<file path="config.mk">
export PLATFORM = sky130hd
export DESIGN_NAME = regfile_write_arbiter_flat
export DESIGN_NICKNAME = d
export VERILOG_FILES = /design/src/rtl/regfile_write_arbiter_if.sv /design/src/rtl/regfile_write_arbiter.sv /design/src/flat_wrapper.sv
export SDC_FILE = /design/constraint.sdc
export NUM_CORES = 1
export LEC_CHECK = 0
export CAP_MARGIN = 5
export CORE_MARGIN = 5
export CORE_UTILIZATION = 49
export CTS_BUF_LIST = sky130_fd_sc_hd__clkbuf_4
export CTS_CLUSTER_DIAMETER = 50
export DETAILED_ROUTE_END_ITERATION = 7
export HOLD_SLACK_MARGIN = 0.1
export PLACE_DENSITY = 0.79
export SLEW_MARGIN = 20
export SYNTH_ARGS = -nofsm -noshare
export SYNTH_HDL_FRONTEND = slang
export SYNTH_SLANG_ARGS = --single-unit
</file>
<file path="constraint.sdc">
create_clock -name Clock -period 4.3 [get_ports Clock]
set_input_delay 0.43 -clock Clock [delete_from_list [all_inputs] [get_ports Clock]]
set_output_delay 0.43 -clock Clock [all_outputs]
set_load 0.005 [all_outputs]
</file>
<file path="src/rtl/regfile_write_arbiter_if.sv">
// Write-back bus between the execute/memory stages and the register-file write arbiter.
interface regfile_write_arbiter_if;
  logic        AValid;
  logic        AReady;
  logic [4:0]  AAddr;
  logic [31:0] AData;
  logic        MValid;
  logic        MReady;
  logic [4:0]  MAddr;
  logic [31:0] MData;
  logic [31:0] En;
  logic [31:0] DataIn;
  logic [31:0] Pending;
  logic        Idle;

  modport master (
    output AValid, AAddr, AData, MValid, MAddr, MData,
    input  AReady, MReady, En, DataIn, Pending, Idle
  );

  modport slave (
    input  AValid, AAddr, AData, MValid, MAddr, MData,
    output AReady, MReady, En, DataIn, Pending, Idle
  );
endinterface

</file>
<file path="src/rtl/regfile_write_arbiter.sv">
// Shares the register-file write port between ALU (A) and load (M) requesters.
// Define REGFILE_WRITE_ARB_RR_EN for round-robin arbitration; default is fixed M-over-A priority.
module regfile_write_arbiter #(
  parameter int unsigned DEPTH = 2
) (
  input logic                    Clock,
  input logic                    Reset,
  regfile_write_arbiter_if.slave bus
);

  localparam int unsigned CW = $clog2(DEPTH + 1);

  // Side index: 0 = ALU (A), 1 = load (M)
  logic [4:0]    r_addr [2][DEPTH];
  logic [31:0]   r_data [2][DEPTH];
  logic [CW-1:0] r_cnt  [2];
  logic [31:0]   r_en;
  logic [31:0]   r_data_out;

  logic [4:0]    w_addr_n [2][DEPTH];
  logic [31:0]   w_data_n [2][DEPTH];
  logic [CW-1:0] w_cnt_n  [2];
  logic [CW-1:0] w_wr_idx [2];
  logic          w_vld    [2];
  logic [4:0]    w_in_addr[2];
  logic [31:0]   w_in_data[2];
  logic          w_ready  [2];
  logic          w_push   [2];
  logic          w_pop    [2];
  logic          w_ne     [2];
  logic          w_gnt_vld;
  logic          w_gnt_side;
  logic [4:0]    w_gnt_addr;
  logic [31:0]   w_gnt_data;
  logic [31:0]   w_pending;

  function automatic logic [31:0] f_dec(input logic [4:0] a);
    f_dec = '0;
    if (a != '0) f_dec[a] = 1'b1;
  endfunction

  assign w_vld[0]     = bus.AValid;
  assign w_vld[1]     = bus.MValid;
  assign w_in_addr[0] = bus.AAddr;
  assign w_in_addr[1] = bus.MAddr;
  assign w_in_data[0] = bus.AData;
  assign w_in_data[1] = bus.MData;

  always_comb begin
    for (int unsigned s = 0; s < 2; s++) begin
      w_ne[s]    = (r_cnt[s] != '0);
      w_ready[s] = (r_cnt[s] != CW'(DEPTH));
      w_push[s]  = w_vld[s] && w_ready[s];
    end
  end

  assign w_gnt_vld = w_ne[0] || w_ne[1];

`ifdef REGFILE_WRITE_ARB_RR_EN
  logic r_prio;  // 0 = A, 1 = M; only moves on a contested grant

  assign w_gnt_side = (w_ne[0] && w_ne[1]) ? r_prio : w_ne[1];

  always_ff @(posedge Clock) begin
    if (Reset) begin
      r_prio <= 1'b0;
    end else if (w_ne[0] && w_ne[1]) begin
      r_prio <= ~r_prio;
    end
  end
`else
  assign w_gnt_side = w_ne[1];
`endif

  always_comb begin
    w_pop[0]   = w_gnt_vld && !w_gnt_side;
    w_pop[1]   = w_gnt_vld && w_gnt_side;
    w_gnt_addr = w_gnt_side ? r_addr[1][0] : r_addr[0][0];
    w_gnt_data = w_gnt_side ? r_data[1][0] : r_data[0][0];
  end

  // Head is always slot 0: a pop shifts down, and a same-edge push lands just behind the survivors.
  always_comb begin
    for (int unsigned s = 0; s < 2; s++) begin
      w_cnt_n[s]  = r_cnt[s] - CW'(w_pop[s]) + CW'(w_push[s]);
      w_wr_idx[s] = r_cnt[s] - CW'(w_pop[s]);
      for (int unsigned i = 0; i < DEPTH; i++) begin
        w_addr_n[s][i] = r_addr[s][i];
        w_data_n[s][i] = r_data[s][i];
        if (w_pop[s] && (i + 1 < DEPTH)) begin
          w_addr_n[s][i] = r_addr[s][i+1];
          w_data_n[s][i] = r_data[s][i+1];
        end
        if (w_push[s] && (w_wr_idx[s] == CW'(i))) begin
          w_addr_n[s][i] = w_in_addr[s];
          w_data_n[s][i] = w_in_data[s];
        end
      end
    end
  end

  always_ff @(posedge Clock) begin
    if (Reset) begin
      r_en       <= '0;
      r_data_out <= '0;
      for (int unsigned s = 0; s < 2; s++) begin
        r_cnt[s] <= '0;
        for (int unsigned i = 0; i < DEPTH; i++) begin
          r_addr[s][i] <= '0;
          r_data[s][i] <= '0;
        end
      end
    end else begin
      for (int unsigned s = 0; s < 2; s++) begin
        r_cnt[s] <= w_cnt_n[s];
        for (int unsigned i = 0; i < DEPTH; i++) begin
          r_addr[s][i] <= w_addr_n[s][i];
          r_data[s][i] <= w_data_n[s][i];
        end
      end
      r_en <= w_gnt_vld ? f_dec(w_gnt_addr) : '0;
      if (w_gnt_vld) r_data_out <= w_gnt_data;
    end
  end

  always_comb begin
    w_pending = r_en;
    for (int unsigned s = 0; s < 2; s++) begin
      for (int unsigned i = 0; i < DEPTH; i++) begin
        if (CW'(i) < r_cnt[s]) w_pending = w_pending | f_dec(r_addr[s][i]);
      end
    end
  end

  assign bus.AReady  = w_ready[0];
  assign bus.MReady  = w_ready[1];
  assign bus.En      = r_en;
  assign bus.DataIn  = r_data_out;
  assign bus.Pending = w_pending;
  assign bus.Idle    = !w_ne[0] && !w_ne[1] && (r_en == '0);

endmodule

</file>
<file path="src/flat_wrapper.sv">
// flat-port wrapper written by rule: the top's interface ports become plain ports
module regfile_write_arbiter_flat 
#(
  parameter int unsigned DEPTH = 2
)
  (Clock, Reset, bus_AValid, bus_AAddr, bus_AData, bus_MValid, bus_MAddr, bus_MData, bus_AReady, bus_MReady, bus_En, bus_DataIn, bus_Pending, bus_Idle);
  regfile_write_arbiter_if bus_i ();
  input logic Clock;
  input logic Reset;
  input wire logic [$bits(bus_i.AValid)-1:0] bus_AValid;
  input wire logic [$bits(bus_i.AAddr)-1:0] bus_AAddr;
  input wire logic [$bits(bus_i.AData)-1:0] bus_AData;
  input wire logic [$bits(bus_i.MValid)-1:0] bus_MValid;
  input wire logic [$bits(bus_i.MAddr)-1:0] bus_MAddr;
  input wire logic [$bits(bus_i.MData)-1:0] bus_MData;
  output wire logic [$bits(bus_i.AReady)-1:0] bus_AReady;
  output wire logic [$bits(bus_i.MReady)-1:0] bus_MReady;
  output wire logic [$bits(bus_i.En)-1:0] bus_En;
  output wire logic [$bits(bus_i.DataIn)-1:0] bus_DataIn;
  output wire logic [$bits(bus_i.Pending)-1:0] bus_Pending;
  output wire logic [$bits(bus_i.Idle)-1:0] bus_Idle;
  assign bus_i.AValid = bus_AValid;
  assign bus_i.AAddr = bus_AAddr;
  assign bus_i.AData = bus_AData;
  assign bus_i.MValid = bus_MValid;
  assign bus_i.MAddr = bus_MAddr;
  assign bus_i.MData = bus_MData;
  assign bus_AReady = bus_i.AReady;
  assign bus_MReady = bus_i.MReady;
  assign bus_En = bus_i.En;
  assign bus_DataIn = bus_i.DataIn;
  assign bus_Pending = bus_i.Pending;
  assign bus_Idle = bus_i.Idle;
  regfile_write_arbiter #(.DEPTH(DEPTH)) u_core (.Clock(Clock), .Reset(Reset), .bus(bus_i));
endmodule
</file>
# Word-level counts from Yosys, hierarchy flattened
# Memories as Yosys holds them, arrays and structs flattened.
# Index checks and enable logic that the tools add are counted.
# word_totals
register_bits	64
ram_bits	152
elab_cells	121
memories	3
# op_classes
addsub	4
n_lt_le_gt_ge	14
n_eq_ne	4
n_mux	49
n_bitwise	16
n_reduce_logical	29
# memory_table
name	words	width	read_ports	rd_clocked_by_memory_dff	wr	line	text
u_core.r_data	2	64	2	0	2	regfile_write_arbiter.sv:15	logic [31:0] r_data [2][DEPTH];
u_core.r_addr	2	10	2	0	2	regfile_write_arbiter.sv:14	logic [4:0] r_addr [2][DEPTH];
u_core.r_cnt	2	2	2	0	2	regfile_write_arbiter.sv:16	logic [CW-1:0] r_cnt [2];
# op_table
op	count
$mux W32	23
$or A32 B32 Y32	4
$mux W5	11
$logic_not A32 Y1	1
$lt A5 B6 Y1 const B	5
$demux W1 S5	5
$ge A5 B1 Y1 const B	5
$reduce_bool A5 Y1	5
$logic_and A1 B1 Y1	15
$or A1 B1 Y1	10
$lt A1 B2 Y1 const A	4
$mux W1	8
$add A2 B1 Y2	2
$eq A2 B1 Y1 const B	2
$logic_not A2 Y1	2
$mux W2	2
$ne A2 B2 Y1 const B	2
$reduce_bool A2 Y1	2
$sub A2 B1 Y2	2
$reduce_or A3 Y1	1
$logic_not A1 Y1	2
$not A1 Y1	2
$logic_or A1 B1 Y1	1

# Longest topological paths before layout
# Gate-level depths: netlist of the first run.
# An unclocked memory read counts as a cell.
# logic_depth
depth_word	15
depth_mapped	10

# Worst setup path after synthesis of the first run
# No wires, ideal clock.
# synth_timing
kind	reg-to-reg
from	memory u_core.r_cnt[0][1] in the netlist's numbering
to	memory u_core.r_addr[0][0] in the netlist's numbering (enable)
arrival_ns	3.996
required_time_ns	3.817
setup_slack_ns	-0.178
path_stages_with_launch	9
path_buffers	2
cell_sequence	dfxtp_1 > buf_2 > nor2_2 > buf_2 > nor2_1 > ha_1 > inv_1 > nand3_1 > o21ai_0
# synth_rtl
element	line
from (decl)	regfile_write_arbiter.sv:16
to (decl)	regfile_write_arbiter.sv:14

==> summary.md, run 1 <==
| Metric | Value |
|---|---|
| Vias per cell | `5.67` |
| Routed length per instance | `19.4 um` |
| TritonCTS Buffers | `56` |
| Primary FF master, synth | `edfxtp_1` |
| DR iter-0 viols | `759` |
| CP cell instances | `nor3b_1, a221oi_1, o221ai_1, clkdlybuf4s50_1` |
| Max clock buf depth | `3` |
| Hold Slack | `0.202 ns` |
| Dpl cells | `1275` |
| Post-Syn Nets | `971` |
| Ports | `177` |
| Int Power | `4230 uW` |
| Largest net degree at the start of global routing | `72` |
| Multi-input logic area | `0.00378 mm^2` |
| Slew @ Worst Pin | `1.27 ns` |
| Fill count | `1557` |
| Final RePlAce weighted congestion | `0.970` |
| Final setup margin | `0.630 ns` |
| Fin crit period | `3.67 ns` |
| Mapped Cells | `891` |
| Pwr dens | `499 mW/mm^2` |
| Yosys cell types | `52` |
| Global route total overflow | `0` |
| Finished Core Util | `0.633` |
| Avg Cell Area, Syn | `10.7 um^2` |
| CP max-delay cell | `nor3b_1` |
| Starting Density | `0.494` |
| IO buf count | `176` |
| Non-Filler Instances | `1383` |
| Kind of cell adding the most delay to the critical path | `simple AND/OR/NAND/NOR gates` |
| Core area | `0.0193 mm^2` |
| Max incr delay on CP | `1.06 ns` |
| Final Max Slew Viols | `0` |
| Instance count on the critical path | `4` |
| Setup bufs post-CTS | `0` |
| Outcome | `completed` |
| Routed vias | `7837` |
| Largest area contributor in the netlist | `edfxtp_1` |
| Peak supply drop | `303 uV` |
| Comb power frac | `0.238` |
| CTS Sinks | `216` |
| Post-Syn Area | `0.00951 mm^2` |
| Die Ht | `149 um` |
| Total Routing Usage GR | `0.235` |
| Final period util | `0.853` |
| Setup CP Type | `reg2out` |
| Vias in the first global route | `7760` |
| Number of synthesized flops with an enable pin | `111` |
| Post-synth ARST share | `0` |
| Cts repair resizes | `0` |
| Critical Path AT | `3.24 ns` |
| Global-route wire length before repair | `41600 um` |
| CTS Hold Bufs | `0` |
| Switching Power | `1860 uW` |
| #FFs+latches synth | `216` |
| Place WS | `1.11 ns` |
| Max-cap viol count | `0` |
| Net Sw Frac | `0.306` |
| Wirelength, routed | `26800 um` |
| Worst Setup End Kind | `output pin` |
| Setup TNS Final | `0 ns` |
| Unrepaired setup endpoints after global routing | `no` |
| Lkg Pwr | `0.00447 uW` |
| Endpoints failing hold | `0` |
| Die width | `149 um` |
| Clock transition at the registers of the reported paths | `0.07 ns` |
| # rows | `51` |
| Register Area | `0.00544 mm^2` |
| Most common cell after layout, fill and taps aside | `clkdlybuf4s50_1` |
| DRC viols | `0` |
| CTS tree | `yes` |
| Largest fanout on the critical path | `13` |
| Warnings, synthesis | `0` |
| DRT antenna net count | `0` |
| Fmax | `273 MHz` |
| Critical path buffer and inverter count | `1` |
| CTS H-tree lvls | `2` |
| CP Launch Type | `register` |
| Hold Path Stages | `2` |
| Half-perimeter wire length after placement | `17400 um` |
| Most frequent cells in the layout | `175 x clkdlybuf4s50_1, 145 x nand2_1, 114 x nor2b_1` |
| Die footprint | `0.0223 mm^2` |
| Layout cells sized above 1 | `0.143` |
| 1st-pass router iterations | `6` |
| Max Clock Skew | `0.0739 ns` |
| Area grow syn2layout | `28.3%` |
| Final setup fails | `0` |
| Area contributors post-synth | `edfxtp_1 35%, dfxtp_1 22%, nor2b_1 7.6%` |
| Reg2Reg Depth | `8` |
| Nets | `1148` |
| Worst Hold Class | `in2reg` |
| Yosys top cell area share | `0.350` |
| CTS Root Cell | `clkbuf_4` |
| Clock latency on the worst-skew pair | `0.71 ns` |
| Worst endpoint required time | `3.87 ns` |
| Clk pwr share | `0.306` |
| Post-synthesis sequential area ratio | `0.571` |
| Antenna violations before repair | `2` |
| Rel. slew slack | `0.151` |
| Register share of total power | `0.457` |
[kinds of logic after synthesis]
family / after synthesis / synth area share
AND/OR/NAND/NOR: 404 / 0.221
buffers and inverters: 77 / 0.0360
multiplexers: 38 / 0.0448
flip-flops: 216 / 0.571
AO/OA/AOI/OAI: 151 / 0.122
XOR/XNOR: 2 / 0.00184
other: 1 / 0.000394
adder cells (fa/ha/maj): 2 / 0.00263
[cell usage after synthesis, drive strengths merged, types with 7 or more instances]
| cell | instances |
|---|---|
| a21oi | 38 |
| a221oi | 31 |
| a311oi | 32 |
| and3b | 10 |
| buf | 27 |
| clkbuf | 41 |
| dfxtp | 105 |
| edfxtp | 111 |
| inv | 9 |
| mux2 | 37 |
| nand2 | 145 |
| nand3 | 10 |
| nor2 | 42 |
| nor2b | 115 |
| nor3 | 15 |
| nor3b | 8 |
| nor4 | 25 |
| o211ai | 7 |
| o221ai | 29 |
| or3 | 8 |
[power by group through the flow]
stage	clock [uW]	sequential, uW	combinational [uW]
after CTS	1900	2770	1450
after global placement	0	2800	1410
final	1860	2780	1450
after floorplan	0	2740	908
after global routing	2020	2810	1560
after detailed placement	0	2820	1440
[registers in the layout, indices dropped and copies added (netlist names)]
| name | flops |
|---|---|
| u_core.r_cnt | 4 |
| u_core.r_addr | 20 |
| u_core.r_data | 128 |
| u_core.bus.DataIn | 32 |
| u_core.bus.En | 32 |
[worst paths after layout]
path                                    start                                 end  slack (ns)
max             u_core.r_cnt[0][1]$_SDFF_PP0_                      bus_Pending[8]        0.63
min                                     Reset   u_core.r_data[1][24]$_SDFFE_PP0P_        0.20
max reg2reg     u_core.r_cnt[0][3]$_SDFF_PP0_  u_core.r_data[0][37]$_SDFFCE_PP0P_        0.99
min reg2reg  u_core.r_data[1][8]$_SDFFE_PP0P_    u_core.r_data[1][8]$_SDFFE_PP0P_        0.47
[layer usage]
layer  up-vias  global-route usage  part of all wire
met4         0              0.0892             0.035
met2       424               0.376              0.46
li1       3672                   -                 -
met1      3654               0.303              0.41
met3        87              0.0699             0.094
met5         -                   0                 0
[cell type report]
class / instances / area share
Timing Repair Buffer: 187 / 0.151
Clock inverter: 14 / 0.00687
Inverter: 9 / 0.00277
Sequential cell: 216 / 0.445
Antenna cell: 2 / 0.000410
Clock buffer: 92 / 0.0566
Multi-Input combinational cell: 598 / 0.310
Tap cell: 265 / 0.0272
[metrics by stage]
stage | total power (uW) | instance area, um^2
floorplan | 3640 | 9510
detailed placement | 4260 | 11400
CTS | 6120 | 12200
finish | 6100 | 12200
global placement | 4210 | 11400
global route | 6390 | 12200
Note: power is estimated with default switching activity, not from simulation.
==> run 2: changes to the inputs <==
--- a/config.mk
+++ b/config.mk
@@ -9,7 +9,7 @@
 export CORE_MARGIN = 5
 export CORE_UTILIZATION = 49
 export CTS_BUF_LIST = sky130_fd_sc_hd__clkbuf_4
-export CTS_CLUSTER_DIAMETER = 50
+export CTS_CLUSTER_DIAMETER = 30
 export DETAILED_ROUTE_END_ITERATION = 7
 export HOLD_SLACK_MARGIN = 0.1
 export PLACE_DENSITY = 0.79
==> summary.md, run 2 (synthesis results as in run 1) <==
| Metric | Value |
|---|---|
| Critical Path AT | `3.20 ns` |
| Max-cap viol count | `0` |
| Routed length per instance | `19.3 um` |
| CTS H-tree lvls | `2` |
| Setup TNS Final | `0 ns` |
| Max Clock Skew | `0.0594 ns` |
| CP max-delay cell | `nor3b_1` |
| Routed vias | `7889` |
| CTS Hold Bufs | `0` |
| Max reg flops | `128` |
| Global-route wire length before repair | `41400 um` |
| Kind of cell adding the most delay to the critical path | `simple AND/OR/NAND/NOR gates` |
| Total Power | `6030 uW` |
| Layout cells sized above 1 | `0.143` |
| Final RePlAce weighted congestion | `0.970` |
| Final setup fails | `0` |
| Vias per cell | `5.70` |
| DRC viols | `0` |
| Area grow syn2layout | `28.0%` |
| DR iter-0 viols | `758` |
| Most common cell after layout, fill and taps aside | `clkdlybuf4s50_1` |
| Cts repair resizes | `0` |
| Register Area | `0.00544 mm^2` |
| Die width | `149 um` |
| Global route total overflow | `0` |
| DRT antenna net count | `0` |
| Critical path buffer and inverter count | `1` |
| Wirelength, routed | `26800 um` |
| Fill count | `1567` |
| Die footprint | `0.0223 mm^2` |
| Ports | `177` |
| # rows | `51` |
| Setup CP Type | `reg2out` |
| Lkg Pwr | `0.00446 uW` |
| Max incr delay on CP | `1.03 ns` |
| Starting Density | `0.494` |
| Worst Hold Class | `in2reg` |
| CP Launch Type | `register` |
| Half-perimeter wire length after placement | `17400 um` |
| CP cell instances | `nor3b_1, a221oi_1, o221ai_1, clkdlybuf4s50_1` |
| Rel. slew slack | `0.176` |
| Fin crit period | `3.63 ns` |
| Unrepaired setup endpoints after global routing | `no` |
| Nets | `1148` |
| Multi-input logic area | `0.00378 mm^2` |
| Biggest register | `u_core.r_data` |
| Clock latency on the worst-skew pair | `0.69 ns` |
| IO buf count | `176` |
| Outcome | `completed` |
| Antenna violations before repair | `2` |
| Die Ht | `149 um` |
| CTS Sinks | `216` |
| Slew @ Worst Pin | `1.23 ns` |
| Endpoints failing hold | `0` |
| Largest fanout on the critical path | `13` |
| TritonCTS Buffers | `56` |
| Setup bufs post-CTS | `0` |
| Vias in the first global route | `7741` |
| Largest net degree at the start of global routing | `72` |
| Worst endpoint required time | `3.87 ns` |
| Most frequent cells in the layout | `175 x clkdlybuf4s50_1, 145 x nand2_1, 114 x nor2b_1` |
| Peak supply drop | `312 uV` |
| Total Routing Usage GR | `0.234` |
| Final Max Slew Viols | `0` |
| Pwr dens | `495 mW/mm^2` |
| Max clock buf depth | `3` |
| Non-Filler Instances | `1384` |
| Clock transition at the registers of the reported paths | `0.07 ns` |
| Worst Setup End Kind | `output pin` |
| Dpl cells | `1275` |
| 1st-pass router iterations | `5` |
| Placed cell areas | `0.0114 mm^2` |
| Core area | `0.0193 mm^2` |
| CTS tree | `yes` |
| Fmax | `275 MHz` |
| CTS Root Cell | `clkbuf_4` |
| Final instance area | `0.0122 mm^2` |
| Final period util | `0.844` |
## run 2: worst paths after layout
| kind | from | to | slack (ns) | depth (start not counted) |
|---|---|---|---|---|
| setup / recovery | u_core.r_cnt[0][1]$_SDFF_PP0_ | bus_Pending[8] | 0.67 | 4 |
| hold / removal | Reset | u_core.r_data[1][24]$_SDFFE_PP0P_ | 0.20 | 2 |
| setup reg to reg | u_core.r_cnt[0][3]$_SDFF_PP0_ | u_core.r_data[0][37]$_SDFFCE_PP0P_ | 1.03 | 8 |
| hold reg to reg | u_core.r_data[1][8]$_SDFFE_PP0P_ | u_core.r_data[1][8]$_SDFFE_PP0P_ | 0.47 | 1 |
## run 2: worst register-to-register path, delay by kind of cell (launching register included)
family	cells	cell delay [ns]
flops	1	0.78
buf+inv	2	0.55
simple gates	3	0.43
compound gates	1	0.63
mux	1	0.38
fa+ha+maj	1	0.21
## run 2: routing by layer
| metal | part of all wire | GRT usage | up-vias |
|---|---|---|---|
| li1 | - | - | 3666 |
| met1 | 0.41 | 0.303 | 3716 |
| met2 | 0.47 | 0.372 | 422 |
| met3 | 0.094 | 0.0690 | 85 |
| met4 | 0.032 | 0.0892 | 0 |
| met5 | 0 | 0 | - |
## run 2: report_power, final
group | switching, uW | internal (uW) | total [uW]
registers | 212 | 2570 | 2790
clock network | 841 | 952 | 1790
logic | 815 | 633 | 1450
## run 2: stage by stage
step                      worst slack, ns   util  hold slack [ns]
final                               0.669  0.632            0.197
after global routing                0.490  0.632            0.164
after CTS                           0.689  0.631            0.147
after detailed placement             1.11  0.593            0.458
after global placement               1.19  0.593            0.452
after floorplan                     0.820      -            0.438
## run 2: layout make-up
cell class / count / area share
timing repair buffer: 187 / 0.152
tap: 265 / 0.0272
sequential: 216 / 0.446
clock buffer: 90 / 0.0555
clock inverter: 16 / 0.00575
inverter: 9 / 0.00277
antenna: 3 / 0.000616
multi-input combinational: 598 / 0.310
